[config.mk]
export PLATFORM = sky130hd
export DESIGN_NAME = evaluate_taper_sum
export DESIGN_NICKNAME = d
export VERILOG_FILES = /design/src/rtl/evaluate_taper_sum.sv
export SDC_FILE = /design/constraint.sdc
export NUM_CORES = 2
export LEC_CHECK = 0
export ABC_AREA = 1
export CELL_PAD_IN_SITES_DETAIL_PLACEMENT = 1
export CELL_PAD_IN_SITES_GLOBAL_PLACEMENT = 2
export CORE_MARGIN = 1
export CORE_UTILIZATION = 31
export CTS_CLUSTER_DIAMETER = 150
export CTS_CLUSTER_SIZE = 30
export DETAILED_ROUTE_END_ITERATION = 10
export GPL_ROUTABILITY_DRIVEN = 0
export PLACE_DENSITY_LB_ADDON = 0.2
export SYNTH_ARGS = -nofsm -noshare
export SYNTH_HDL_FRONTEND = slang
export SYNTH_SLANG_ARGS = --single-unit
[constraint.sdc]
create_clock -name clk -period 6.4 [get_ports clk]
set_input_delay 1.92 -clock clk [delete_from_list [all_inputs] [get_ports clk]]
set_output_delay 1.92 -clock clk [all_outputs]
set_load 0.1 [all_outputs]
[src/rtl/evaluate_taper_sum.sv]
// Aligns per-feature mg/eg evaluator terms, sums them, tapers by game phase and
// emits a saturated side-to-move-relative score with a fixed 4-cycle latency.
module evaluate_taper_sum #(
  parameter int EVAL_WIDTH  = 24,
  parameter int TERMS       = 4,
  parameter int PHASE_SHIFT = 7
) (
  input  logic                          clk,
  input  logic                          reset,
  input  logic [TERMS-1:0]              terms_valid,
  input  logic [TERMS*EVAL_WIDTH-1:0]   terms_mg,
  input  logic [TERMS*EVAL_WIDTH-1:0]   terms_eg,
  input  logic                          phase_valid,
  input  logic [PHASE_SHIFT:0]          phase,
  input  logic                          white_to_move,
  output logic signed [EVAL_WIDTH-1:0]  eval_t4,
  output logic                          eval_valid_t4,
  output logic                          align_error
);

  localparam int ACC_W  = EVAL_WIDTH + $clog2(TERMS) + 1;
  localparam int PH_W   = PHASE_SHIFT + 2;
  localparam int PROD_W = ACC_W + PH_W;
  localparam int SUM_W  = PROD_W + 1;

  localparam logic [PHASE_SHIFT:0]      PHASE_MAX = {1'b1, {PHASE_SHIFT{1'b0}}};
  localparam logic signed [SUM_W-1:0]   SAT_HI    = {{(SUM_W-EVAL_WIDTH+1){1'b0}}, {(EVAL_WIDTH-1){1'b1}}};
  localparam logic signed [SUM_W-1:0]   SAT_LO    = -SAT_HI;

  logic                        w_accept;
  logic                        w_misalign;
  logic signed [ACC_W-1:0]     w_mg_sum;
  logic signed [ACC_W-1:0]     w_eg_sum;
  logic [PHASE_SHIFT:0]        w_phase_c;
  logic signed [PH_W-1:0]      w_ph_mg;
  logic signed [PH_W-1:0]      w_ph_eg;
  logic signed [SUM_W-1:0]     w_blend;
  logic signed [EVAL_WIDTH-1:0] w_sat;

  logic                        r_valid1, r_valid2, r_valid3;
  logic                        r_wtm1, r_wtm2, r_wtm3;
  logic signed [ACC_W-1:0]     r_mg1, r_eg1;
  logic [PHASE_SHIFT:0]        r_phase1;
  logic signed [PROD_W-1:0]    r_prod_mg, r_prod_eg;
  logic signed [SUM_W-1:0]     r_shift3;

  // Any valid activity that is not a complete aligned board is a misalignment.
  assign w_accept   = (&terms_valid) & phase_valid;
  assign w_misalign = ((|terms_valid) | phase_valid) & ~w_accept;
  assign w_phase_c  = (phase > PHASE_MAX) ? PHASE_MAX : phase;

  always_comb begin
    w_mg_sum = '0;
    w_eg_sum = '0;
    for (int unsigned k = 0; k < TERMS; k++) begin
      w_mg_sum = w_mg_sum + ACC_W'($signed(terms_mg[k*EVAL_WIDTH +: EVAL_WIDTH]));
      w_eg_sum = w_eg_sum + ACC_W'($signed(terms_eg[k*EVAL_WIDTH +: EVAL_WIDTH]));
    end
  end

  assign w_ph_mg = $signed({1'b0, r_phase1});
  assign w_ph_eg = $signed({1'b0, PHASE_MAX - r_phase1});
  assign w_blend = SUM_W'(r_prod_mg) + SUM_W'(r_prod_eg);

  // Symmetric clamp so the negation for black-to-move can never overflow.
  always_comb begin
    w_sat = r_shift3[EVAL_WIDTH-1:0];
    if (r_shift3 > SAT_HI) begin
      w_sat = SAT_HI[EVAL_WIDTH-1:0];
    end else if (r_shift3 < SAT_LO) begin
      w_sat = SAT_LO[EVAL_WIDTH-1:0];
    end
  end

  always_ff @(posedge clk) begin
    if (reset) begin
      r_valid1      <= 1'b0;
      r_valid2      <= 1'b0;
      r_valid3      <= 1'b0;
      eval_valid_t4 <= 1'b0;
      align_error   <= 1'b0;
      r_wtm1        <= 1'b0;
      r_wtm2        <= 1'b0;
      r_wtm3        <= 1'b0;
      r_mg1         <= '0;
      r_eg1         <= '0;
      r_phase1      <= '0;
      r_prod_mg     <= '0;
      r_prod_eg     <= '0;
      r_shift3      <= '0;
      eval_t4       <= '0;
    end else begin
      r_valid1      <= w_accept;
      r_valid2      <= r_valid1;
      r_valid3      <= r_valid2;
      eval_valid_t4 <= r_valid3;
      if (w_misalign) begin
        align_error <= 1'b1;
      end
      r_mg1     <= w_mg_sum;
      r_eg1     <= w_eg_sum;
      r_phase1  <= w_phase_c;
      r_wtm1    <= white_to_move;
      r_prod_mg <= PROD_W'(r_mg1) * PROD_W'(w_ph_mg);
      r_prod_eg <= PROD_W'(r_eg1) * PROD_W'(w_ph_eg);
      r_wtm2    <= r_wtm1;
      r_shift3  <= w_blend >>> PHASE_SHIFT;
      r_wtm3    <= r_wtm2;
      if (r_valid3) begin
        eval_t4 <= r_wtm3 ? w_sat : -w_sat;
      end
    end
  end

endmodule

==> results.md <==
- For this run, the post-layout net count is 4778.
- The type of the most critical hold path is flip-flop to flip-flop.
- The global-route wire length before repair is 137000 µm.
- The initial utilization of the core area, before any placement, comes to 31.5%.
- The reg-to-reg critical path endpoint is r_prod_eg[33].
- The yosys synthesis warning count is 0.
- The critical path data arrival time is 6.10 ns.
- Counting instances, the worst hold path has a depth of 2.
- The largest net degree at the start of global routing is 54.
- The post-synthesis xor/xnor area fraction is 0.686%.
- The most used flip-flop cell after synthesis is sky130_fd_sc_hd__dfxtp_1.
- The top cell types in the final layout, fill and taps aside, are sky130_fd_sc_hd__inv_1 (858), sky130_fd_sc_hd__nand2_1 (677), sky130_fd_sc_hd__fa_1 (434).
- The fraction of final layout cells with drive strength greater than 1 is 2.43%.
- Each instance of the synthesized netlist takes up on average 7.52 µm².
- The clock tree from TritonCTS is yes.
- The overflow left after global routing is 0.
- In this run the worst path has a maximum fanout of 28.
- Of the synthesized area, sequential elements account for 14.0%.
- When the netlist entered floorplanning its net count stood at 4607.
- The final critical path takes up 89.1% of the cycle.
- The run finished with clean final reports.
- The startpoint of the most critical register-to-register path is r_phase1[1].
- For this run, design rule violations remaining after detail routing come to 0.
- The number of unique standard cell types used by synthesis is 61.
- The worst setup path is launched from a flip-flop.
- Setup repair after global routing left no endpoint under its margin.
- The routed wirelength normalized by instance count is 16.1 µm.
- The number of top-level pins is 234.
- At the pin with the least slew margin, the transition time is 1.01 ns.
- The cell count of the worst reg-to-reg path is 19.
- The number of placement rows is 109.
- The maximum resistive drop on vdd is 0.000241 V.
- The adder and majority cell fraction of the synthesized area is 41.3%.
- The number of instances in the placed design is 5049.
- The final number of hold-violating endpoints is 0.
- Counting the buffers created by CTS gives 17.
- Max-cap violations in this run came to 0.
- The async set or reset register ratio after synthesis is 0%.
- At the worst endpoint, the required time is 6.80 ns.
- In this run the standard cell core region covers 89100 µm².
- Power spread over the standard cell area amounts to 399 nW/µm².
- The worst setup path is of the flip-flop to flip-flop kind.
- The launch point of the worst hold path is r_valid1.
- The quantity of I/O buffers inserted on ports is 233.
- The total leakage power is 16.8 nW.
- The root buffer cell is sky130_fd_sc_hd__clkbuf_16.
- The number of cells in the finished layout apart from fillers is 5081.
- The cell area that synthesis handed to floorplanning was 28100 µm².
- Synthesis handed over a netlist of 3732 instances.
- The synthesized netlist devotes 13.2% of its cell area to compound gates.
- The maximum clock rate is 175 MHz.
- The total track usage is 18.8%.
- The area growth from synthesis to layout is 14.9%.
- The max-slew violation count came to 0.
- The post-cts repair resize count is 0.
- The number of antenna violations at the first check in global routing was 1.
- The worst setup slack after layout is 0.698 ns.
- Measured against the total synthesized area, the mux share comes to 0%.
- The post-detailed-route count of antenna-violating nets is 0.
- Headroom to the max-slew limit came out at 32.6%.
- Of the post-synthesis cell area, the dominant cell type holds 31.0%.
- The buffers inserted during post-CTS setup optimization is 0.
- The via count is 23600.
- The die height is 303 µm.
- The synthesized design contains 196 register bits.
- Setup violations remaining at the end of the flow were counted as 0.
- The number of levels the H-tree was split into is 4.
- The endpoint class of the critical path is a flip-flop.
- Before CTS, the worst setup slack after placement is 0.651 ns.
- In this run, the number of DRC markers left after iteration 0 of detailed routing was 888.
- The library cell used most frequently in the layout, excluding fill and tap cells, is sky130_fd_sc_hd__inv_1.
- The via density per instance is 4.64.
- By area the synthesized netlist is led by sky130_fd_sc_hd__fa_1 (31%), sky130_fd_sc_hd__dfxtp_1 (14%), sky130_fd_sc_hd__inv_1 (11%), sky130_fd_sc_hd__ha_1 (10%), sky130_fd_sc_hd__nand2_1 (9.1%).
- The library cell with the largest summed area after synthesis is sky130_fd_sc_hd__fa_1.
- The register-to-register path setup slack is 0.70 ns.
- The number of antenna cells inserted is 0.
- The number of global-route vias before repair was 25900.
- For hold timing, the worst endpoint is r_valid2.
- After clock tree synthesis, the clock-pin slew on the worst setup and hold paths is 0.09 ns.
- The synthesized-area fraction occupied by and/or/nand/nor cells is 17.7%.
- The die covers 91800 µm².
- The horizontal die dimension is 303 µm.
- The clock skew is 0.0173 ns.
- The final cell utilization of the core is 36.2%.
- The detailed-router iteration count before antenna repair is 5.
- Counting flops with a built-in enable in the synthesized netlist gives 0.
- Setup total negative slack on the finished layout was measured at 0 ns.
- In this run the deepest clock path goes through 2 buffers.
- In this run, post-CTS hold repair placed 0 buffers.
- After synthesis, the largest family of logic cells by area is adder cells.
- Once detailed placement completed, the half-perimeter wirelength came to 70900 µm.
- At the later pin of the worst-skew pair, clock insertion delay measures 0.51 ns.
- The clock net sink count is 196.
- The total length of routed wires is 82000 µm.
- The time the final worst path needs with I/O delays and setup is 5.70 ns.
[power by group]
part	switching, W	total, W	internal (W)	leakage, nW
clock network	0.000669	0.00122	0.000553	0.311
registers	0.000475	0.00210	0.00163	1.62
logic	0.00617	0.00954	0.00337	14.9
[registers in the layout (all words and copies together) (netlist names)]
signal and count:
r_mg1 27, r_valid3 1, r_wtm3 1, r_prod_eg 36, eval_t4 24, eval_valid_t4 1, r_valid2 1, r_wtm2 1
r_valid1 1, align_error 1, r_phase1 8, r_prod_mg 36, r_wtm1 1, r_eg1 27, r_shift3 30
[synthesized netlist by cell type (4+ instances only)]
| cell | number |
|---|---|
| sky130_fd_sc_hd__o31ai_1 | 6 |
| sky130_fd_sc_hd__nand2_2 | 7 |
| sky130_fd_sc_hd__nor2_1 | 382 |
| sky130_fd_sc_hd__nand3_1 | 68 |
| sky130_fd_sc_hd__o21bai_1 | 15 |
| sky130_fd_sc_hd__fa_1 | 434 |
| sky130_fd_sc_hd__or2_1 | 10 |
| sky130_fd_sc_hd__nor4_1 | 11 |
| sky130_fd_sc_hd__o221ai_1 | 8 |
| sky130_fd_sc_hd__buf_1 | 24 |
| sky130_fd_sc_hd__xor2_1 | 9 |
| sky130_fd_sc_hd__o21a_1 | 40 |
| sky130_fd_sc_hd__a31oi_1 | 16 |
| sky130_fd_sc_hd__xnor2_1 | 13 |
| sky130_fd_sc_hd__ha_1 | 233 |
| sky130_fd_sc_hd__clkbuf_1 | 49 |
| sky130_fd_sc_hd__a221oi_1 | 7 |
| sky130_fd_sc_hd__o21ai_2 | 6 |
| sky130_fd_sc_hd__o211ai_1 | 4 |
| sky130_fd_sc_hd__or2_2 | 4 |
| sky130_fd_sc_hd__nand4_1 | 22 |
| sky130_fd_sc_hd__a21o_1 | 18 |
| sky130_fd_sc_hd__a21oi_1 | 313 |
| sky130_fd_sc_hd__o21ai_1 | 24 |
| sky130_fd_sc_hd__dfxtp_1 | 196 |
| sky130_fd_sc_hd__o21ai_0 | 179 |
| sky130_fd_sc_hd__nand2_1 | 677 |
| sky130_fd_sc_hd__inv_1 | 859 |
| sky130_fd_sc_hd__clkbuf_2 | 20 |
| sky130_fd_sc_hd__a21boi_0 | 6 |
| sky130_fd_sc_hd__nand3b_1 | 5 |
| sky130_fd_sc_hd__nor3_1 | 18 |
[area by class of cell]
class | count | area (µm²)
inverters | 864 | 3250
repair buffers | 254 | 2500
fillers | 10900 | 56800
flip-flops and latches | 196 | 3930
clock inverters | 15 | 225
clock buffers | 17 | 425
well taps | 1165 | 1460
multi-input cells | 2570 | 20500
[cell families after synthesis]
| family | Yosys count |
|---|---|
| xor gates and xnor gates | 22 |
| DFF | 196 |
| adders and majority gates | 667 |
| buffers and inverters | 966 |
| and+or+nand+nor | 1222 |
| AOI/OAI and AO/OA | 659 |
[per-stage QoR]
stage	area, µm²	total power [W]	hold WS [ns]
after floorplan	28100	0.00891	0.388
final	32200	0.0129	0.414
after global placement	31600	0.0117	0.404
after CTS	32200	0.0131	0.419
after global routing	32200	0.0145	0.428
after detailed placement	31600	0.0118	0.402
[critical path, cell delays in order, from the launching register on]
cell                      delay [ns]
sky130_fd_sc_hd__dfxtp_1        0.32
sky130_fd_sc_hd__buf_4          0.23
sky130_fd_sc_hd__o31ai_1        0.24
sky130_fd_sc_hd__nand2_1        0.38
sky130_fd_sc_hd__buf_4          0.34
sky130_fd_sc_hd__nor2_1         0.21
sky130_fd_sc_hd__inv_1          0.13
sky130_fd_sc_hd__fa_1           0.57
sky130_fd_sc_hd__fa_1           0.51
sky130_fd_sc_hd__inv_1          0.05
sky130_fd_sc_hd__fa_1           0.47
sky130_fd_sc_hd__inv_1          0.05
sky130_fd_sc_hd__fa_1           0.47
sky130_fd_sc_hd__inv_1          0.04
sky130_fd_sc_hd__ha_1           0.42
sky130_fd_sc_hd__nand2_1        0.19
sky130_fd_sc_hd__nor4_1         0.49
sky130_fd_sc_hd__nand4_1        0.24
sky130_fd_sc_hd__a21oi_1        0.19
sky130_fd_sc_hd__nor2_1         0.06
[worst max-delay path by stage]
stage,from,end
after global routing,r_phase1[1],r_prod_eg[31]
after global placement,r_phase1[1],r_prod_eg[33]
after detailed placement,r_phase1[1],r_prod_eg[33]
final,r_phase1[1],r_prod_eg[33]
after CTS,r_phase1[1],r_prod_eg[33]
after floorplan,r_phase1[0],r_prod_eg[30]
[routing by layer]
| layer | GRT usage (%) | vias up | routed length (µm) |
|---|---|---|---|
| li1 | - | 11800 | - |
| met1 | 26.2 | 11500 | 41500 |
| met2 | 31.4 | 289 | 37300 |
| met3 | 1.85 | 50 | 1810 |
| met4 | 4.37 | 0 | 1370 |
| met5 | 0 | - | 0 |
Power figures use the tool's default switching activity.
